`src/rtl/pc_ctrl_pkg.sv`:
```
// -----------------------------------------------------------------------------
// pc_ctrl_pkg
// Shared types and constants for the program-counter / fetch-control block.
//   pc_state_e       : fetch-control state (BOOT, RUN, FLUSH, HALT)
//   RESET_PC_DEFAULT : default PC loaded on reset
//   RETIRED_W        : width of the retired-instruction counter
//   instruction_s    : redirect-relevant decode bits of the instruction in execute
// -----------------------------------------------------------------------------
package pc_ctrl_pkg;

    typedef enum logic [1:0] {
        BOOT  = 2'd0,
        RUN   = 2'd1,
        FLUSH = 2'd2,
        HALT  = 2'd3
    } pc_state_e;

    localparam int unsigned RESET_PC_DEFAULT = 0;
    localparam int unsigned RETIRED_W        = 32;

    // Control-flow decode of the instruction currently in execute.
    // jump_now is only meaningful while branch is set.
    typedef struct packed {
        logic done;
        logic jalr;
        logic branch;
        logic jump_now;
    } instruction_s;

endpackage

```
`src/rtl/pc_ctrl_next_sel.sv`:
```
// -----------------------------------------------------------------------------
// pc_next_sel
// Combinational next-PC priority mux: DONE > JALR > taken branch > sequential.
// Ports:
//   pc          in  : PC of the instruction in execute
//   instr       in  : control-flow decode bits (instruction_s)
//   offset      in  : signed branch offset in words
//   jalr_target in  : JALR destination, already truncated to PC width
//   next_pc     out : selected next PC (modulo 2^IMEM_ADDR_W)
//   redirect    out : next PC is a non-sequential redirect (needs a bubble)
//   halt        out : instruction is DONE; PC freezes
// -----------------------------------------------------------------------------
module pc_next_sel
    import pc_ctrl_pkg::*;
#(
    parameter int unsigned IMEM_ADDR_W = 10,
    parameter int unsigned OFFSET_W    = 8
) (
    input  logic [IMEM_ADDR_W-1:0] pc,
    input  instruction_s           instr,
    input  logic [OFFSET_W-1:0]    offset,
    input  logic [IMEM_ADDR_W-1:0] jalr_target,
    output logic [IMEM_ADDR_W-1:0] next_pc,
    output logic                   redirect,
    output logic                   halt
);

    logic [IMEM_ADDR_W-1:0] offset_ext;
    logic                   taken;

    generate
        if (OFFSET_W < IMEM_ADDR_W) begin : g_sext
            assign offset_ext = {{(IMEM_ADDR_W-OFFSET_W){offset[OFFSET_W-1]}}, offset};
        end else begin : g_trunc
            // Offset at least as wide as the PC: modulo arithmetic only needs the low bits.
            assign offset_ext = offset[IMEM_ADDR_W-1:0];
        end
    endgenerate

    // jump_now is undefined when branch is low; the AND keeps it out of the datapath.
    assign taken = instr.branch & instr.jump_now;

    always_comb begin
        next_pc  = pc + IMEM_ADDR_W'(1);
        redirect = 1'b0;
        halt     = 1'b0;
        if (instr.done) begin
            next_pc = pc;
            halt    = 1'b1;
        end else if (instr.jalr) begin
            next_pc  = jalr_target;
            redirect = 1'b1;
        end else if (taken) begin
            next_pc  = pc + offset_ext;
            redirect = 1'b1;
        end
    end

endmodule

```
`src/rtl/pc_ctrl.sv`:
```
// -----------------------------------------------------------------------------
// pc_ctrl
// Program counter and fetch control for the single-issue core.
// Ports:
//   clk, n_reset   : clock, asynchronous active-low reset
//   stall_i        : hold PC and all state this cycle
//   branch_i       : conditional branch in execute; jump_now_i its ALU decision
//   offset_i       : signed branch offset (words) relative to pc_o
//   jalr_i         : JALR in execute; jalr_addr_i its target (low bits used)
//   done_i         : DONE in execute
//   imem_addr_o    : address to synchronous imem (data returns next cycle)
//   pc_o, link_o   : PC of instruction in execute and pc_o+1
//   instr_valid_o  : instruction in execute is real
//   flush_o        : squash the instruction imem returns this cycle
//   halted_o       : core has executed DONE
//   retired_o      : saturating retired-instruction count
// -----------------------------------------------------------------------------
module pc_ctrl
    import pc_ctrl_pkg::*;
#(
    parameter int unsigned IMEM_ADDR_W = 10,
    parameter int unsigned RESET_PC    = RESET_PC_DEFAULT,
    parameter int unsigned OFFSET_W    = 8
) (
    input  logic                   clk,
    input  logic                   n_reset,
    input  logic                   stall_i,
    input  logic                   branch_i,
    input  logic                   jump_now_i,
    input  logic [OFFSET_W-1:0]    offset_i,
    input  logic                   jalr_i,
    input  logic [31:0]            jalr_addr_i,
    input  logic                   done_i,
    output logic [IMEM_ADDR_W-1:0] imem_addr_o,
    output logic [IMEM_ADDR_W-1:0] pc_o,
    output logic [IMEM_ADDR_W-1:0] link_o,
    output logic                   instr_valid_o,
    output logic                   flush_o,
    output logic                   halted_o,
    output logic [RETIRED_W-1:0]   retired_o
);

    localparam logic [IMEM_ADDR_W-1:0] RESET_PC_W = IMEM_ADDR_W'(RESET_PC);

    pc_state_e              state_reg, state_next;
    logic [IMEM_ADDR_W-1:0] pc_reg, pc_next;
    logic [RETIRED_W-1:0]   retired_reg, retired_next;

    instruction_s           instr;
    logic [IMEM_ADDR_W-1:0] sel_pc;
    logic                   sel_redirect;
    logic                   sel_halt;

    assign instr.done     = done_i;
    assign instr.jalr     = jalr_i;
    assign instr.branch   = branch_i;
    assign instr.jump_now = jump_now_i;

    generate
        if (IMEM_ADDR_W < 32) begin : g_jalr_hi
            // Upper JALR address bits are outside the instruction memory.
            logic unused_jalr_hi;
            assign unused_jalr_hi = ^jalr_addr_i[31:IMEM_ADDR_W];
        end
    endgenerate

    pc_next_sel #(
        .IMEM_ADDR_W (IMEM_ADDR_W),
        .OFFSET_W    (OFFSET_W)
    ) u_next_sel (
        .pc          (pc_reg),
        .instr       (instr),
        .offset      (offset_i),
        .jalr_target (jalr_addr_i[IMEM_ADDR_W-1:0]),
        .next_pc     (sel_pc),
        .redirect    (sel_redirect),
        .halt        (sel_halt)
    );

    always_ff @(posedge clk or negedge n_reset) begin
        if (!n_reset) begin
            state_reg   <= BOOT;
            pc_reg      <= RESET_PC_W;
            retired_reg <= '0;
        end else begin
            state_reg   <= state_next;
            pc_reg      <= pc_next;
            retired_reg <= retired_next;
        end
    end

    always_comb begin
        state_next    = state_reg;
        pc_next       = pc_reg;
        retired_next  = retired_reg;
        imem_addr_o   = pc_reg;   // stalls, bubbles and HALT re-present the current PC
        instr_valid_o = 1'b0;
        flush_o       = 1'b0;
        halted_o      = 1'b0;
        unique case (state_reg)
            BOOT: begin
                imem_addr_o = RESET_PC_W;
                if (!stall_i) begin
                    state_next = RUN;
                end
            end
            RUN: begin
                instr_valid_o = 1'b1;
                if (!stall_i) begin
                    // Presenting the selected PC now aligns imem data with pc_o next cycle.
                    imem_addr_o  = sel_pc;
                    pc_next      = sel_pc;
                    retired_next = (retired_reg == '1) ? retired_reg
                                                       : retired_reg + RETIRED_W'(1);
                    if (sel_halt) begin
                        state_next = HALT;
                    end else if (sel_redirect) begin
                        state_next = FLUSH;
                    end
                end
            end
            FLUSH: begin
                // pc_reg already holds the redirect target; this cycle fetches it
                // while the stale word from the old path is squashed.
                flush_o = 1'b1;
                if (!stall_i) begin
                    state_next = RUN;
                end
            end
            HALT: begin
                halted_o = 1'b1;
            end
            default: begin
                state_next = BOOT;
            end
        endcase
    end

    assign pc_o      = pc_reg;
    assign link_o    = pc_reg + IMEM_ADDR_W'(1);
    assign retired_o = retired_reg;

endmodule
```
`config.mk`:
```
export PLATFORM = sky130hd
export DESIGN_NAME = pc_ctrl
export DESIGN_NICKNAME = d
export VERILOG_FILES = /design/src/rtl/pc_ctrl_pkg.sv /design/src/rtl/pc_ctrl_next_sel.sv /design/src/rtl/pc_ctrl.sv
export SDC_FILE = /design/constraint.sdc
export NUM_CORES = 1
export LEC_CHECK = 0
export ABC_AREA = 1
export BUFFER_PORTS_ARGS = -buffer_cell sky130_fd_sc_hd__buf_2
export CELL_PAD_IN_SITES_DETAIL_PLACEMENT = 0
export CELL_PAD_IN_SITES_GLOBAL_PLACEMENT = 2
export CORE_ASPECT_RATIO = 1.2
export CORE_MARGIN = 2
export CORE_UTILIZATION = 27
export CTS_CLUSTER_SIZE = 30
export DETAILED_ROUTE_END_ITERATION = 10
export PLACE_DENSITY = 0.85
export RECOVER_POWER = 25
export SLEW_MARGIN = 25
export SYNTH_ARGS = -nofsm -noshare
export SYNTH_HDL_FRONTEND = slang
export SYNTH_SLANG_ARGS = --single-unit
```
`constraint.sdc`:
```
create_clock -name clk -period 3.2 [get_ports clk]
set_input_delay 0.64 -clock clk [delete_from_list [all_inputs] [get_ports clk]]
set_output_delay 0.64 -clock clk [all_outputs]
set_load 0.01 [all_outputs]
```
==> flow_metrics.py, run 1 <==
metrics = {
    "yosys": {
        "synth-seq-area-share_pct": 31.1,
        "postSynthAreaPerCell_um2": 6.69,
        "async_flop_share_pct": 100,
        "synth_area_leaders": "dfrtp_1 31%, nand2_1 20%, xor2_1 7.4%",
        "postSynthCellCount": 530,
        "synth.distinct_cells": 35,
        "ys_warn_count": 0,
        "yosysTopAreaCell": "dfrtp_1",
        "netlist_top_cells_count": "186 x nand2_1, 56 x inv_1, 54 x nor2_1",
        "netlist_area_um2": 3550,
        "yosys.area.top_type_share_pct": 31.1,
        "ys_ff_latch": 44,
        "synth_most_common_cell": "nand2_1",
        "syn-num-nets": 589,
        "synth_edf_count": 0,
        "ys.flop_type": "dfrtp_1",
    },
    "place": {
        "port_buffers": 89,
        "dp_hpwl_um": 8820,
        "dp.cells": 776,
        "globalplace.congestion": 0.904,
        "place_area_um2": 4160,
        "pre_cts_slack_ns": 0.0657,
    },
    "outcome": {
        "status": "completed",
    },
    "worst_setup_path": {
        "ff2ff_setup_slack_ns": 0.99,
        "crit_buf_inv": 4,
        "r2r_start": "retired_o[1]",
        "critPathMostFrequentCell": "nand2_1",
        "worstSetupPathType": "in -> out",
        "reg2reg_depth": 10,
        "reg2reg_to": "retired_o[30]",
        "startpoint_type": "primary input",
        "path_delay_family": "simple AND/OR/NAND/NOR gates",
        "cp.arrival_ns": 2.33,
        "path_cells": "buf_2 > ha_2 > inv_1 > fa_2 > nand3b_1 > nand2_2 > inv_1 > o21ai_1 > nand2_1 > nand2_1 > nand2_1 > nand2_1 > nand2_1 > nand2_1 > nand2_1 > buf_2",
        "end_kind": "output pin",
        "crit_fanout": 3,
        "slowest_stage": "fa_2",
        "slowest_delay_ns": 0.34,
        "crit_required_ns": 2.56,
    },
    "floorplan": {
        "ioPinCount": 112,
        "die_w_um": 109,
        "fp-row-count": 45,
        "initial_core_util_pct": 27.9,
        "core-area_um2": 12700,
        "die_h_um": 130,
        "fp.dieArea_um2": 14100,
    },
    "timing": {
        "layout_min_cycle_time_ns": 2.97,
        "setup_violations": 0,
        "min_period_over_period_pct": 93.0,
        "slew_viol_final": 0,
        "tightest_slew_ns": 1.14,
        "finalWorstSetupSlack_ns": 0.225,
        "relSlewSlack_pct": 23.8,
        "rsz0062_at_grt": "false",
        "maxClockFrequency_mhz": 336,
        "finalClockSkew_ns": 0.00507,
        "tns_ns": 0,
        "hold_violations": 0,
    },
    "clocking": {
        "h-tree-depth": 2,
        "clk_path_buf_depth": 2,
        "clock_latency_ns": 0.29,
        "cts_made_buffers": 5,
        "cts_tree": "built",
        "cts.clk_slew.worst_paths_ns": 0.07,
        "cts_sinks": 44,
        "root_buffer": "clkbuf_16",
    },
    "power": {
        "p_leak_nw": 2.29,
        "p_per_area_nw_per_um2": 770,
        "irDropWorstVdd_mv": 0.289,
    },
    "route": {
        "ant_nets": 0,
        "avgRoutedWirePerCell_um": 14.3,
        "wirelength_um": 11200,
        "drt_iter0_drc": 178,
        "vias": 3694,
        "vias_per_cell": 4.71,
        "dr.pass1.iters": 4,
        "drc": 0,
    },
    "finish": {
        "antenna_cells": 0,
        "largest_reg_flops": 32,
        "layout-drive-gt1-share_pct": 20.0,
        "areaGrowthSynthToFinish_pct": 22.8,
        "finalNetCount": 678,
        "stdcell_count": 784,
        "fin_area_um2": 4350,
    },
    "min_path": {
        "min_from": "retired_o[4]",
        "hold_path_depth": 1,
        "hold_path_class": "reg -> reg",
        "holdPathEnd": "retired_o[4]",
    },
    "global_routing": {
        "grt_max_degree": 45,
        "antenna_found_initial": 0,
        "grt_pass1_wl_um": 18100,
        "grt_pass1_vias": 3688,
        "grt_usage_pct": 16.3,
        "overflow": 0,
    },
    "run": {
        "max_cap_viol_count": 0,
    },
}
timing repair:
item / 4_1_cts / 5_1_grt
setup buffers: 0 / 0
resized for setup: 0 / 5
setup endpoints to repair: 0 / 4
hold buffers: 0 / 0
cell usage in the layout (no fill, tap or decap), types with 2 or more instances in the layout:
master / count
a21oi_1: 12
buf_2: 88
buf_4: 6
clkbuf_16: 5
clkbuf_8: 2
dfrtp_1: 44
ha_1: 10
inv_1: 56
nand2_1: 185
nand2_2: 2
nand2_4: 2
nand3_1: 27
nand4_1: 13
nor2_1: 54
nor3_1: 18
nor3_2: 2
nor3b_1: 2
nor4_1: 2
o211ai_1: 3
o21ai_0: 20
o21ai_2: 10
o22ai_1: 2
xnor2_1: 10
xor2_1: 30
worst max-delay path by stage:
| stage | from | endpoint | cells past startpoint |
|---|---|---|---|
| after floorplan | offset_i[0] | imem_addr_o[6] | 14 |
| after global placement | offset_i[0] | imem_addr_o[6] | 16 |
| after detailed placement | offset_i[0] | imem_addr_o[6] | 16 |
| after CTS | offset_i[0] | imem_addr_o[6] | 16 |
| after global routing | offset_i[0] | imem_addr_o[6] | 16 |
| final | offset_i[0] | imem_addr_o[6] | 16 |
power breakdown:
group	leakage, nW	switching (W)	internal, W	total [W]
Combinational	1.62	0.00109	0.000655	0.00174
Clock	0.0901	0.000227	0.000412	0.000638
Sequential	0.584	0.000253	0.000718	0.000971
area by class of cell:
cell class	count	area [µm²]
flip-flops and latches	44	1100
fillers	1456	8370
clock buffers	7	153
repair buffers	95	490
multi-input cells	416	2160
well taps	164	205
clock inverters	1	30.0
inverters	57	216
per-layer routing:
layer	vias up	wire length [µm]	global-route usage, %
met2	115	5610	30.0
met1	1703	4850	19.3
li1	1860	-	-
met4	0	240	5.35
met5	-	0	0
met3	16	514	2.36
metrics by stage:
| step | power [W] | hold WS (ns) | utilization [%] |
|---|---|---|---|
| after floorplan | 0.00208 | 0.344 | - |
| after global placement | 0.00271 | 0.510 | 32.7 |
| after detailed placement | 0.00273 | 0.514 | 32.7 |
| after CTS | 0.00338 | 0.382 | 34.1 |
| after global routing | 0.00366 | 0.539 | 34.2 |
| final | 0.00335 | 0.519 | 34.2 |
kinds of logic after synthesis:
| family | after synthesis | share of synthesized area (%) |
|---|---|---|
| AO/OA/AOI/OAI | 53 | 9.21 |
| XOR/XNOR | 40 | 9.88 |
| adder cells (fa/ha/maj) | 12 | 4.45 |
| buffers and inverters | 70 | 8.47 |
| flip-flops | 44 | 31.1 |
| AND/OR/NAND/NOR | 311 | 36.9 |
Note: power is estimated with default switching activity, not from simulation.
==> inputs of run 2 (changes only) <==
--- a/config.mk
+++ b/config.mk
@@ -11,12 +11,13 @@
 export CELL_PAD_IN_SITES_GLOBAL_PLACEMENT = 2
 export CORE_ASPECT_RATIO = 1.2
 export CORE_MARGIN = 2
-export CORE_UTILIZATION = 27
+export CORE_UTILIZATION = 28
+export CTS_BUF_LIST = sky130_fd_sc_hd__clkbuf_8
 export CTS_CLUSTER_SIZE = 30
 export DETAILED_ROUTE_END_ITERATION = 10
-export PLACE_DENSITY = 0.85
+export PLACE_DENSITY_LB_ADDON = 0.1
 export RECOVER_POWER = 25
-export SLEW_MARGIN = 25
+export SLEW_MARGIN = 20
 export SYNTH_ARGS = -nofsm -noshare
 export SYNTH_HDL_FRONTEND = slang
 export SYNTH_SLANG_ARGS = --single-unit
==> flow_metrics.py, run 2 (synthesis gave the netlist of run 1 again) <==
metrics = {
    "outcome": {
        "status": "completed",
    },
    "timing": {
        "setup_violations": 0,
        "hold_violations": 0,
        "tightest_slew_ns": 1.15,
        "tns_ns": 0,
        "min_period_over_period_pct": 93.7,
        "slew_viol_final": 0,
        "finalWorstSetupSlack_ns": 0.203,
        "finalClockSkew_ns": 0.00671,
        "relSlewSlack_pct": 23.2,
        "layout_min_cycle_time_ns": 3.00,
        "rsz0062_at_grt": "false",
        "maxClockFrequency_mhz": 334,
    },
    "min_path": {
        "hold_path_depth": 1,
        "hold_path_class": "reg -> reg",
        "min_from": "retired_o[18]",
        "holdPathEnd": "retired_o[18]",
    },
    "route": {
        "avgRoutedWirePerCell_um": 15.1,
        "ant_nets": 0,
        "drt_iter0_drc": 140,
        "wirelength_um": 11800,
        "dr.pass1.iters": 4,
        "vias": 3660,
        "drc": 0,
        "vias_per_cell": 4.66,
    },
    "finish": {
        "areaGrowthSynthToFinish_pct": 20.5,
        "seqCellArea_um2": 1100,
        "stdcell_count": 786,
        "fillCellCount": 1442,
        "fin_util_pct": 34.2,
        "antenna_cells": 0,
        "most-common-layout-cells": "185 x nand2_1, 88 x buf_2, 56 x inv_1, 54 x nor2_1, 43 x dfrtp_1",
        "layout_commonest_cell": "nand2_1",
        "multi_input_area_um2": 2150,
        "largest_reg_flops": 32,
        "layout-drive-gt1-share_pct": 20.3,
        "finalNetCount": 680,
    },
    "clocking": {
        "clock_latency_ns": 0.31,
        "cts_sinks": 44,
        "cts_resized": 0,
        "postCtsHoldBufs": 0,
        "root_buffer": "clkbuf_8",
        "clk_path_buf_depth": 2,
        "cts_tree": "built",
        "cts_made_buffers": 5,
        "cts_setup_buffers": 0,
        "h-tree-depth": 2,
        "cts.clk_slew.worst_paths_ns": 0.09,
    },
    "run": {
        "max_cap_viol_count": 0,
    },
    "place": {
        "port_buffers": 89,
        "dp_hpwl_um": 9380,
        "dp.cells": 778,
        "globalplace.congestion": 0.799,
        "pre_cts_slack_ns": 0.0620,
    },
    "global_routing": {
        "overflow": 0,
        "use_met1_pct": 19.5,
        "antenna_found_initial": 0,
        "grt_util_met2_pct": 35.8,
        "grt_use_met3_pct": 2.14,
        "grt_pass1_vias": 3738,
        "grt_pass1_wl_um": 19000,
        "grt_usage_pct": 18.0,
        "top_usage_layer": "met2",
        "grt_max_degree": 45,
    },
    "worst_setup_path": {
        "crit_buf_inv": 3,
        "path_cells": "ha_2 > inv_1 > fa_2 > nand3b_1 > nand2_2 > inv_1 > o21ai_0 > nand2_1 > nand2_1 > nand2_1 > nand2_1 > nand2_1 > nand2_1 > nand2_1 > buf_2",
        "r2r_start": "state_reg[1]",
        "crit_fanout": 3,
        "critPathMostFrequentCell": "nand2_1",
        "slowest_delay_ns": 0.39,
        "reg2reg_depth": 8,
        "path_depth": 15,
        "startpoint_type": "register",
        "ff2ff_setup_slack_ns": 0.91,
        "path_delay_family": "simple AND/OR/NAND/NOR gates",
        "worstSetupPathType": "reg -> out",
        "crit_required_ns": 2.56,
        "slowest_stage": "dfrtp_1",
        "end_kind": "output pin",
        "cp.arrival_ns": 2.36,
        "reg2reg_to": "retired_o[20]",
    },
    "floorplan": {
        "fp.dieArea_um2": 13600,
        "die_h_um": 127,
        "ioPinCount": 112,
        "fp-row-count": 45,
        "die_w_um": 107,
        "core-area_um2": 12500,
        "initial_core_util_pct": 28.4,
    },
    "power": {
        "irDropWorstVdd_mv": 0.218,
        "p_per_area_nw_per_um2": 726,
        "p_leak_nw": 2.26,
    },
}
[run 2: cell types whose count changed in the layout (fill, tap and decap cells not counted), sizes merged]
cell,before,now
buf,94,96
clkinv,0,2
bufinv,1,0
clkbuf,8,7
[run 2: how the worst max path moves through the flow]
stage	startpoint	endpoint	slack (ns)
6_report	pc_o[0]	imem_addr_o[6]	0.20
5_1_grt	pc_o[0]	imem_addr_o[6]	0.003
4_1_cts	offset_i[0]	imem_addr_o[6]	0.05
3_5_place_dp	offset_i[0]	imem_addr_o[6]	0.06
3_3_place_gp	offset_i[0]	imem_addr_o[6]	0.08
2_1_floorplan	offset_i[0]	imem_addr_o[6]	0.49
[run 2: metrics by stage]
stage               total power (W)  instance area [µm²]  hold WS (ns)
floorplan                   0.00208                 3550         0.344
global placement            0.00274                 4170         0.506
detailed placement          0.00275                 4170         0.514
CTS                         0.00314                 4270         0.528
global route                0.00340                 4270         0.541
finish                      0.00310                 4270         0.518
[run 2: layout make-up]
class                           instances  area share, %
Sequential cell                        44           25.8
Clock inverter                          2          0.234
Clock buffer                            6           1.93
Multi-Input combinational cell        416           50.4
Inverter                               57           5.06
Tap cell                              164           4.80
Timing Repair Buffer                   97           11.8
[run 2: metal layers]
metal	vias up	part of all wire, %
li1	1869	-
met1	1689	40
met2	87	55
met3	15	3.0
met4	0	1.8
met5	-	0
[run 2: where the power goes]
part	internal, W	switching [W]	total (W)	leakage (nW)
clock network	0.000173	0.000207	0.000379	0.0510
logic	0.000668	0.00110	0.00177	1.63
registers	0.000718	0.000241	0.000959	0.583
total	0.00156	0.00154	0.00310	2.26
==> inputs of run 3 (changes only) <==
--- a/config.mk
+++ b/config.mk
@@ -5,16 +5,16 @@
 export SDC_FILE = /design/constraint.sdc
 export NUM_CORES = 1
 export LEC_CHECK = 0
-export ABC_AREA = 1
 export BUFFER_PORTS_ARGS = -buffer_cell sky130_fd_sc_hd__buf_2
 export CELL_PAD_IN_SITES_DETAIL_PLACEMENT = 0
 export CELL_PAD_IN_SITES_GLOBAL_PLACEMENT = 2
 export CORE_ASPECT_RATIO = 1.2
 export CORE_MARGIN = 2
-export CORE_UTILIZATION = 28
+export CORE_UTILIZATION = 29
 export CTS_BUF_LIST = sky130_fd_sc_hd__clkbuf_8
 export CTS_CLUSTER_SIZE = 30
 export DETAILED_ROUTE_END_ITERATION = 10
+export MAX_ROUTING_LAYER = met4
 export PLACE_DENSITY_LB_ADDON = 0.1
 export RECOVER_POWER = 25
 export SLEW_MARGIN = 20
==> flow_metrics.py, run 3 <==
metrics = {
    "worst_setup_path": {
        "ff2ff_setup_slack_ns": 0.87,
        "critPathMostFrequentCell": "buf_2",
        "slowest_stage": "or4_4",
        "crit_buf_inv": 3,
        "crit_required_ns": 2.56,
        "end_kind": "output pin",
        "worstSetupPathType": "in -> out",
        "path_cells": "buf_2 > ha_2 > inv_2 > fa_2 > nor2b_1 > o2111a_1 > o211a_1 > or4_4 > nand3_2 > buf_2",
        "path_delay_family": "simple AND/OR/NAND/NOR gates",
        "crit_fanout": 2,
        "cp.arrival_ns": 2.41,
        "slowest_delay_ns": 0.44,
        "startpoint_type": "primary input",
    },
    "yosys": {
        "synth_most_common_cell": "dfrtp_1",
        "yosys.area.top_type_share_pct": 35.4,
        "post_synth_and_or_nand_nor_area_fraction_pct": 26.1,
        "synth_compound_area_share_pct": 18.5,
        "postSynthCellCount": 353,
        "synth_fa_ha_area_share_pct": 5.07,
        "syn-num-nets": 412,
        "async_flop_share_pct": 100,
        "netlist_top_cells_count": "44 x dfrtp_1, 35 x nand2_1, 23 x nor2_1",
        "postSynthAreaPerCell_um2": 8.80,
        "synthXorXnorAreaFrac_pct": 10.1,
        "synth.distinct_cells": 62,
        "synth_top_family_by_area": "simple AND/OR/NAND/NOR gates",
        "yosysTopAreaCell": "dfrtp_1",
        "synth-seq-area-share_pct": 35.4,
        "ys_ff_latch": 44,
        "synthMuxAreaShare_pct": 1.01,
        "ys_warn_count": 0,
        "netlist_area_um2": 3110,
        "ys.flop_type": "dfrtp_1",
        "synth_edf_count": 0,
        "synth_area_leaders": "dfrtp_1 35%, xor2_1 6.2%, ha_1 4.4%",
    },
    "timing": {
        "maxClockFrequency_mhz": 328,
        "setup_violations": 0,
        "relSlewSlack_pct": 20.4,
        "rsz0062_at_grt": "false",
        "min_period_over_period_pct": 95.2,
        "hold_ws_ns": 0.501,
        "hold_violations": 0,
        "layout_min_cycle_time_ns": 3.05,
        "finalClockSkew_ns": 0.0148,
        "tns_ns": 0,
        "tightest_slew_ns": 1.19,
        "slew_viol_final": 0,
    },
    "power": {
        "irDropWorstVdd_mv": 0.198,
        "p_leak_nw": 2.05,
        "p_per_area_nw_per_um2": 562,
        "finalPower_w": 0.00222,
    },
    "global_routing": {
        "overflow": 0,
        "grt_pass1_wl_um": 16300,
        "grt_pass1_vias": 3057,
        "antenna_found_initial": 0,
        "grt_usage_pct": 18.3,
        "grt_max_degree": 45,
    },
    "finish": {
        "antenna_cells": 0,
        "most-common-layout-cells": "88 x buf_2, 43 x dfrtp_1, 35 x nand2_1, 23 x nor2_1, 23 x buf_4",
        "finalNetCount": 515,
        "multi_input_area_um2": 1910,
        "largest_reg_flops": 32,
        "fillCellCount": 1159,
        "layout-drive-gt1-share_pct": 30.2,
        "seqCellArea_um2": 1100,
        "fin_area_um2": 3940,
        "areaGrowthSynthToFinish_pct": 26.9,
        "stdcell_count": 586,
        "layout_commonest_cell": "buf_2",
    },
    "clocking": {
        "cts_sinks": 44,
        "root_buffer": "clkbuf_8",
        "cts_made_buffers": 5,
        "cts_tree": "built",
        "cts.clk_slew.worst_paths_ns": 0.09,
        "cts_setup_buffers": 0,
        "clock_latency_ns": 0.31,
        "clk_path_buf_depth": 2,
        "h-tree-depth": 2,
    },
    "route": {
        "ant_nets": 0,
        "drc": 0,
        "wirelength_um": 10200,
        "vias": 3029,
        "vias_per_cell": 5.17,
        "drt_iter0_drc": 52,
        "dr.pass1.iters": 4,
        "avgRoutedWirePerCell_um": 17.5,
    },
    "floorplan": {
        "initial_core_util_pct": 29.7,
        "die_h_um": 117,
        "ioPinCount": 112,
        "core-area_um2": 10500,
        "die_w_um": 98.5,
        "fp.dieArea_um2": 11600,
        "fp-row-count": 41,
    },
    "place": {
        "globalplace.congestion": 0.838,
        "port_buffers": 89,
        "dp.cells": 578,
        "dp_hpwl_um": 7940,
        "place_area_um2": 3820,
    },
    "outcome": {
        "status": "completed",
    },
    "run": {
        "max_cap_viol_count": 0,
    },
    "min_path": {
        "hold_path_class": "reg -> reg",
    },
}
run 3: cell types whose count changed in the layout (fill, tap and decap cells not counted), moves of 7 or more:
cell / previous run / this run
o21ai_2: 10 / 1
buf_4: 8 / 23
inv_1: 56 / 11
o21ai_0: 21 / 13
nor2_1: 54 / 23
xor2_1: 30 / 22
nor3_1: 19 / 11
nand2b_1: 0 / 7
a21o_1: 1 / 11
nand2_1: 185 / 35
nand3_1: 27 / 17
run 3: metrics by stage:
step / setup WS [ns] / utilization (%)
floorplan: 0.306 / -
global placement: -0.0310 / 36.4
detailed placement: -0.0315 / 36.5
CTS: 0.0103 / 37.7
global route: 0.0143 / 37.7
finish: 0.155 / 37.7
run 3: area by class of cell:
class | count | area share (%)
flip-flops and latches | 44 | 28.0
clock inverters | 3 | 0.984
repair buffers | 112 | 15.7
well taps | 129 | 4.09
inverters | 11 | 1.05
multi-input cells | 282 | 48.5
clock buffers | 5 | 1.74
run 3: path summary, 6_finish.rpt:
kind | from | end | depth (start not counted)
max in group asynchronous | n_reset | pc_o[1] | 1
max | offset_i[0] | imem_addr_o[8] | 10
min in group asynchronous | n_reset | retired_o[5] | 1
max reg2reg | retired_o[2] | retired_o[1] | 5
min | retired_o[9] | retired_o[9] | 1
min reg2reg | retired_o[9] | retired_o[9] | 1
run 3: power by group:
group / total (W) / switching, W / leakage (nW) / internal (W)
Clock: 0.000444 / 0.000215 / 0.0593 / 0.000229
Sequential: 0.000719 / 0.0000968 / 0.576 / 0.000622
Combinational: 0.00105 / 0.000581 / 1.41 / 0.000473
Total: 0.00222 / 0.000893 / 2.05 / 0.00132
run 3: per-layer routing:
metal	routed length [µm]	global-route usage [%]	up-vias
met3	419	3.16	7
met4	96	3.77	0
met5	0	-	-
met2	5570	33.9	66
li1	-	-	1499
met1	4140	20.4	1457
run 3: cells by family (layout without fill, tap and decap cells):
kind of cell,count (synthesis),count (layout)
xor+xnor,36,36
flops,44,44
simple gates,148,148
compound gates,83,83
mux,3,3
buf+inv,27,131
fa+ha+maj,12,12
run 3: timing repair:
item / 4_1_cts / 5_1_grt
endpoints found under the setup margin: 1 / 2
pin swaps: 2 / 2
hold buffers: 0 / 0
gates resized for setup: 7 / 1
